$ cat src/rtl/relprime_engine.sv
// Hardware golden model of the relprime program: finds the smallest m >= 2
// with gcd(m, n) == 1 by repeated subtraction, and optionally checks it against a processor result.
module relprime_engine #(
    parameter int unsigned             WIDTH      = 16,
    parameter int unsigned             CYC_W      = 24,
    parameter logic [CYC_W-1:0]        MAX_CYCLES = 24'hFFFFFF
) (
    input  logic             CLK,
    input  logic             reset,
    input  logic             start,
    input  logic [WIDTH-1:0] n_in,
    input  logic             check_en,
    input  logic [WIDTH-1:0] dut_value,
    output logic             busy,
    output logic             done,
    output logic [WIDTH-1:0] result,
    output logic             err,
    output logic             match,
    output logic [CYC_W-1:0] cycles
);

    typedef enum logic [2:0] {IDLE, LOAD, GCD, NEXT, DONE} state_t;

    state_t           state;
    logic [WIDTH-1:0] a, b, m, n;
    logic             check_q;
    logic             match_q;
    logic [CYC_W-1:0] cyc_inc;
    logic             timeout;
    logic             match_now;

    assign cyc_inc   = cycles + 1'b1;
    assign timeout   = (cyc_inc >= MAX_CYCLES);
    assign match_now = check_q && !err && (dut_value == result);
    // match follows the live dut_value during DONE, then holds what DONE saw
    assign match     = (state == DONE) ? match_now : match_q;

    always_ff @(posedge CLK) begin
        if (reset) begin
            state   <= IDLE;
            busy    <= 1'b0;
            done    <= 1'b0;
            err     <= 1'b0;
            match_q <= 1'b0;
            check_q <= 1'b0;
            result  <= '0;
            cycles  <= '0;
            a       <= '0;
            b       <= '0;
            m       <= '0;
            n       <= '0;
        end else begin
            done <= 1'b0;
            case (state)
                IDLE: begin
                    if (start) begin
                        n       <= n_in;
                        check_q <= check_en;
                        m       <= WIDTH'(2);
                        cycles  <= '0;
                        err     <= 1'b0;
                        match_q <= 1'b0;
                        result  <= '0;
                        busy    <= 1'b1;
                        if (n_in == '0) begin
                            err   <= 1'b1;
                            done  <= 1'b1;
                            state <= DONE;
                        end else begin
                            state <= LOAD;
                        end
                    end
                end
                LOAD, GCD, NEXT: begin
                    // budget exhaustion takes priority over whatever the state would do
                    cycles <= timeout ? MAX_CYCLES : cyc_inc;
                    if (timeout) begin
                        err    <= 1'b1;
                        result <= '0;
                        done   <= 1'b1;
                        state  <= DONE;
                    end else if (state == LOAD) begin
                        a     <= n;
                        b     <= m;
                        state <= GCD;
                    end else if (state == GCD) begin
                        if (a > b) begin
                            a <= a - b;
                        end else if (b > a) begin
                            b <= b - a;
                        end else if (a == WIDTH'(1)) begin
                            result <= m;
                            done   <= 1'b1;
                            state  <= DONE;
                        end else begin
                            state <= NEXT;
                        end
                    end else begin
                        if (m == '1) begin
                            err    <= 1'b1;
                            result <= '0;
                            done   <= 1'b1;
                            state  <= DONE;
                        end else begin
                            m     <= m + 1'b1;
                            state <= LOAD;
                        end
                    end
                end
                DONE: begin
                    match_q <= match_now;
                    busy    <= 1'b0;
                    state   <= IDLE;
                end
                default: begin
                    busy  <= 1'b0;
                    state <= IDLE;
                end
            endcase
        end
    end

endmodule

$ cat config.mk
export PLATFORM = sky130hd
export DESIGN_NAME = relprime_engine
export DESIGN_NICKNAME = d
export VERILOG_FILES = /design/src/rtl/relprime_engine.sv
export SDC_FILE = /design/constraint.sdc
export NUM_CORES = 1
export LEC_CHECK = 0
export ABC_AREA = 0
export CAP_MARGIN = 20
export CORE_ASPECT_RATIO = 0.75
export CORE_UTILIZATION = 44
export CTS_BUF_LIST = sky130_fd_sc_hd__clkbuf_8 sky130_fd_sc_hd__clkbuf_16
export CTS_CLUSTER_SIZE = 20
export DETAILED_ROUTE_END_ITERATION = 8
export GPL_ROUTABILITY_DRIVEN = 0
export PLACE_DENSITY = 0.76
export SKIP_LAST_GASP = 1
export SYNTH_ARGS = -nofsm -noshare
export SYNTH_HDL_FRONTEND = slang
export SYNTH_SLANG_ARGS = --single-unit
$ cat constraint.sdc
create_clock -name CLK -period 6 [get_ports CLK]
set_input_delay 1.2 -clock CLK [delete_from_list [all_inputs] [get_ports CLK]]
set_output_delay 1.2 -clock CLK [all_outputs]
set_load 0.02 [all_outputs]
==> impl_results.md <==
* Hold_ws at 0.455 ns
* H-Tree Depth at 3
* Clk buf depth at 2
* Crit start category: primary input
* Worst path cell trace: clkdlybuf4s50_1, xnor2_1, nand4_1, nor4_1, nand4_1, nand2_1, clkdlybuf4s50_1
* Gr usage total at 0.234
* Layout cell share with drive strength beyond 1 at 0.0541
* Top-count cell post-synth: nand2_1
* Post-synth top cells: 117 x nand2_1, 112 x dfxtp_1, 97 x nor2_1, 77 x a21oi_1, 43 x clkbuf_1
* Clock tree sinks at 112
* Synth-to-Final Area Change at 16.0%
* Critical-path top delay cell: clkdlybuf4s50_1
* Slew headroom at 0.285
* Synth cell types at 72
* PD cells at 473 nW/µm²
* Synth Cell Area at 7230 µm²
* Status: finished, final reports clean
* Setup total negative slack at 0 ns
* Syn_area_per_cell at 7.72 µm²
* CTS tree: done
* DR DRC count at 0
* Worst Path Class, Setup: primary input to primary output
* Vias in the first global route at 6081
* Worst-Margin Slew at 1.07 ns
* Drt via density at 5.87
* Detailed Routing Iterations Pass 1 at 5
* Synth Net Count at 1010
* DPL Wire Length at 14400 µm
* Post-cts sizing count at 0
* Fmax at 0.236 GHz
* Port Buf Inserts at 79
* Worst EP required at 4.80 ns
* CP Max Fanout at 2
* Unrepaired setup endpoints after global routing: false
* Number of synthesized flops with an enable pin at 0
* Effective utilization at floorplan at 0.450
* Area leader, netlist: dfxtp_1
* Critical path capture point type: primary output
* # IOs at 80
* Root Driver: clkbuf_16
* CTS clk-pin slew, worst paths at 0.07 ns
* Peak VDD IR at 0.239 mV
* Postcts setup bufs at 0
* FFs w/ async S/R, synth at 0
* Tcrit/Tclk final at 0.708
* DR WL/cell at 16.5 µm
* N_diodes at 0
* Worst Hold Class: flip-flop to flip-flop
* P_leak at 3.06 nW
* Final wirelength at 19600 µm
* Global route total overflow at 0
* Vias at 6989
* Post-synth top area share at 0.310
* Placed Cells at 1174
* Full die area at 17000 µm²
* Post-CTS Hold Fix Bufs at 0
* Final Critical Period at 4.25 ns
* Total Power at 3.97 mW
* Clk_lat worst skew at 0.36 ns
* Die W at 150 µm
* Yosys warns at 0
* Utilization after layout at 0.522
* Largest net degree at the start of global routing at 49
* Max Clock Skew at 0.0114 ns
* Area contributors post-synth: dfxtp_1 31%, nand2_1 6.1%, ha_1 6.1%, a21oi_1 5.3%, nor2_1 5.0%
* Die height at 113 µm
* Post-synthesis sequential area ratio at 0.310
* Synth Instances at 937
* Core area at 16100 µm²
* Final cell count without fillers at 1190
* Routed Antenna Nets at 0
* # rows at 40
* Global-route wire length before repair at 31800 µm
* Crit path DAT at 3.05 ns
* Final Hold Violating Endpoints at 0
* Antenna violations before repair at 0
* Count of final setup violators at 0
* CP max stage delay at 0.60 ns
* Synthesis-stage register bit count at 112
* Final layout net count at 1048
* Initial DRC Count at 702
* Predominant post-synthesis flop cell: dfxtp_1
* Pins over their slew limit at 0
* Max_cap viols at 0
* Total CTS buffers at 9
==> layout make-up <==
type                       instances  area, µm²
sequential                       112       2240
clock buffer                      11        253
inverter                          40        150
clock inverter                     5       45.0
tap                              210        263
fill                            1532       7670
timing repair buffer              86        838
multi-input combinational        726       4600
==> placed cells by master (no fill, tap or decap), types with 6 or more instances in the layout <==
master,instances
a311oi_1,16
a22o_1,16
nand2_1,117
xnor2_1,37
a21oi_1,76
a21o_1,17
o211ai_1,10
nand2b_1,11
and3_1,12
nor4_1,17
nand3_1,23
nor2b_1,10
inv_1,40
a211oi_1,15
and4_1,6
nand4_1,22
clkbuf_16,9
o21ai_0,39
dfxtp_1,112
nor2_1,97
a31oi_1,14
ha_1,35
buf_4,7
nor3_1,14
and2_1,8
or3_1,11
xor2_1,17
clkdlybuf4s50_1,78
==> stage by stage <==
step,worst slack [ns],instance area [µm²]
after floorplan,2.82,7230
after global placement,1.77,8100
after detailed placement,1.74,8100
after CTS,1.73,8390
after global routing,1.61,8390
final,1.75,8390
==> critical path: cells and delay by family <==
kind | cells | cell delay [ns]
buffers and inverters | 2 | 1.07
AND/OR/NAND/NOR | 4 | 0.64
XOR/XNOR | 1 | 0.13
==> where the power goes <==
group | switching, mW | internal, mW
clock network | 0.298 | 0.312
logic | 1.44 | 0.952
registers | 0.124 | 0.846
total | 1.86 | 2.11
==> sequential cells by signal, indices dropped and copies added, names as in the netlist, 3 cells and up <==
name    flops
cycles     24
a          16
b          16
m          16
n          16
result     16
state       3
==> final timing paths <==
path	start	end	slack, ns	cells past startpoint
worst max-delay path	dut_value[7]	match	1.75	7
worst min-delay path	n[5]	n[5]	0.46	2
worst max register to register	cycles[0]	m[10]	2.14	8
worst min register to register	n[5]	n[5]	0.46	2
==> kinds of logic after synthesis <==
group | synth area share
AO/OA/AOI/OAI | 0.245
buffers and inverters | 0.0559
adder cells (fa/ha/maj) | 0.0661
flip-flops | 0.310
multiplexers | 0.00432
AND/OR/NAND/NOR | 0.253
XOR/XNOR | 0.0654
==> layer usage <==
layer	track usage	share of wire	up-vias	routed length [µm]
met1	0.362	0.50	3241	9820
met5	0	0	-	0
li1	-	-	3442	-
met4	0.0438	0.0082	0	161
met2	0.329	0.40	290	7800
met3	0.0512	0.094	16	1850
(Power assumes the default switching activity.)
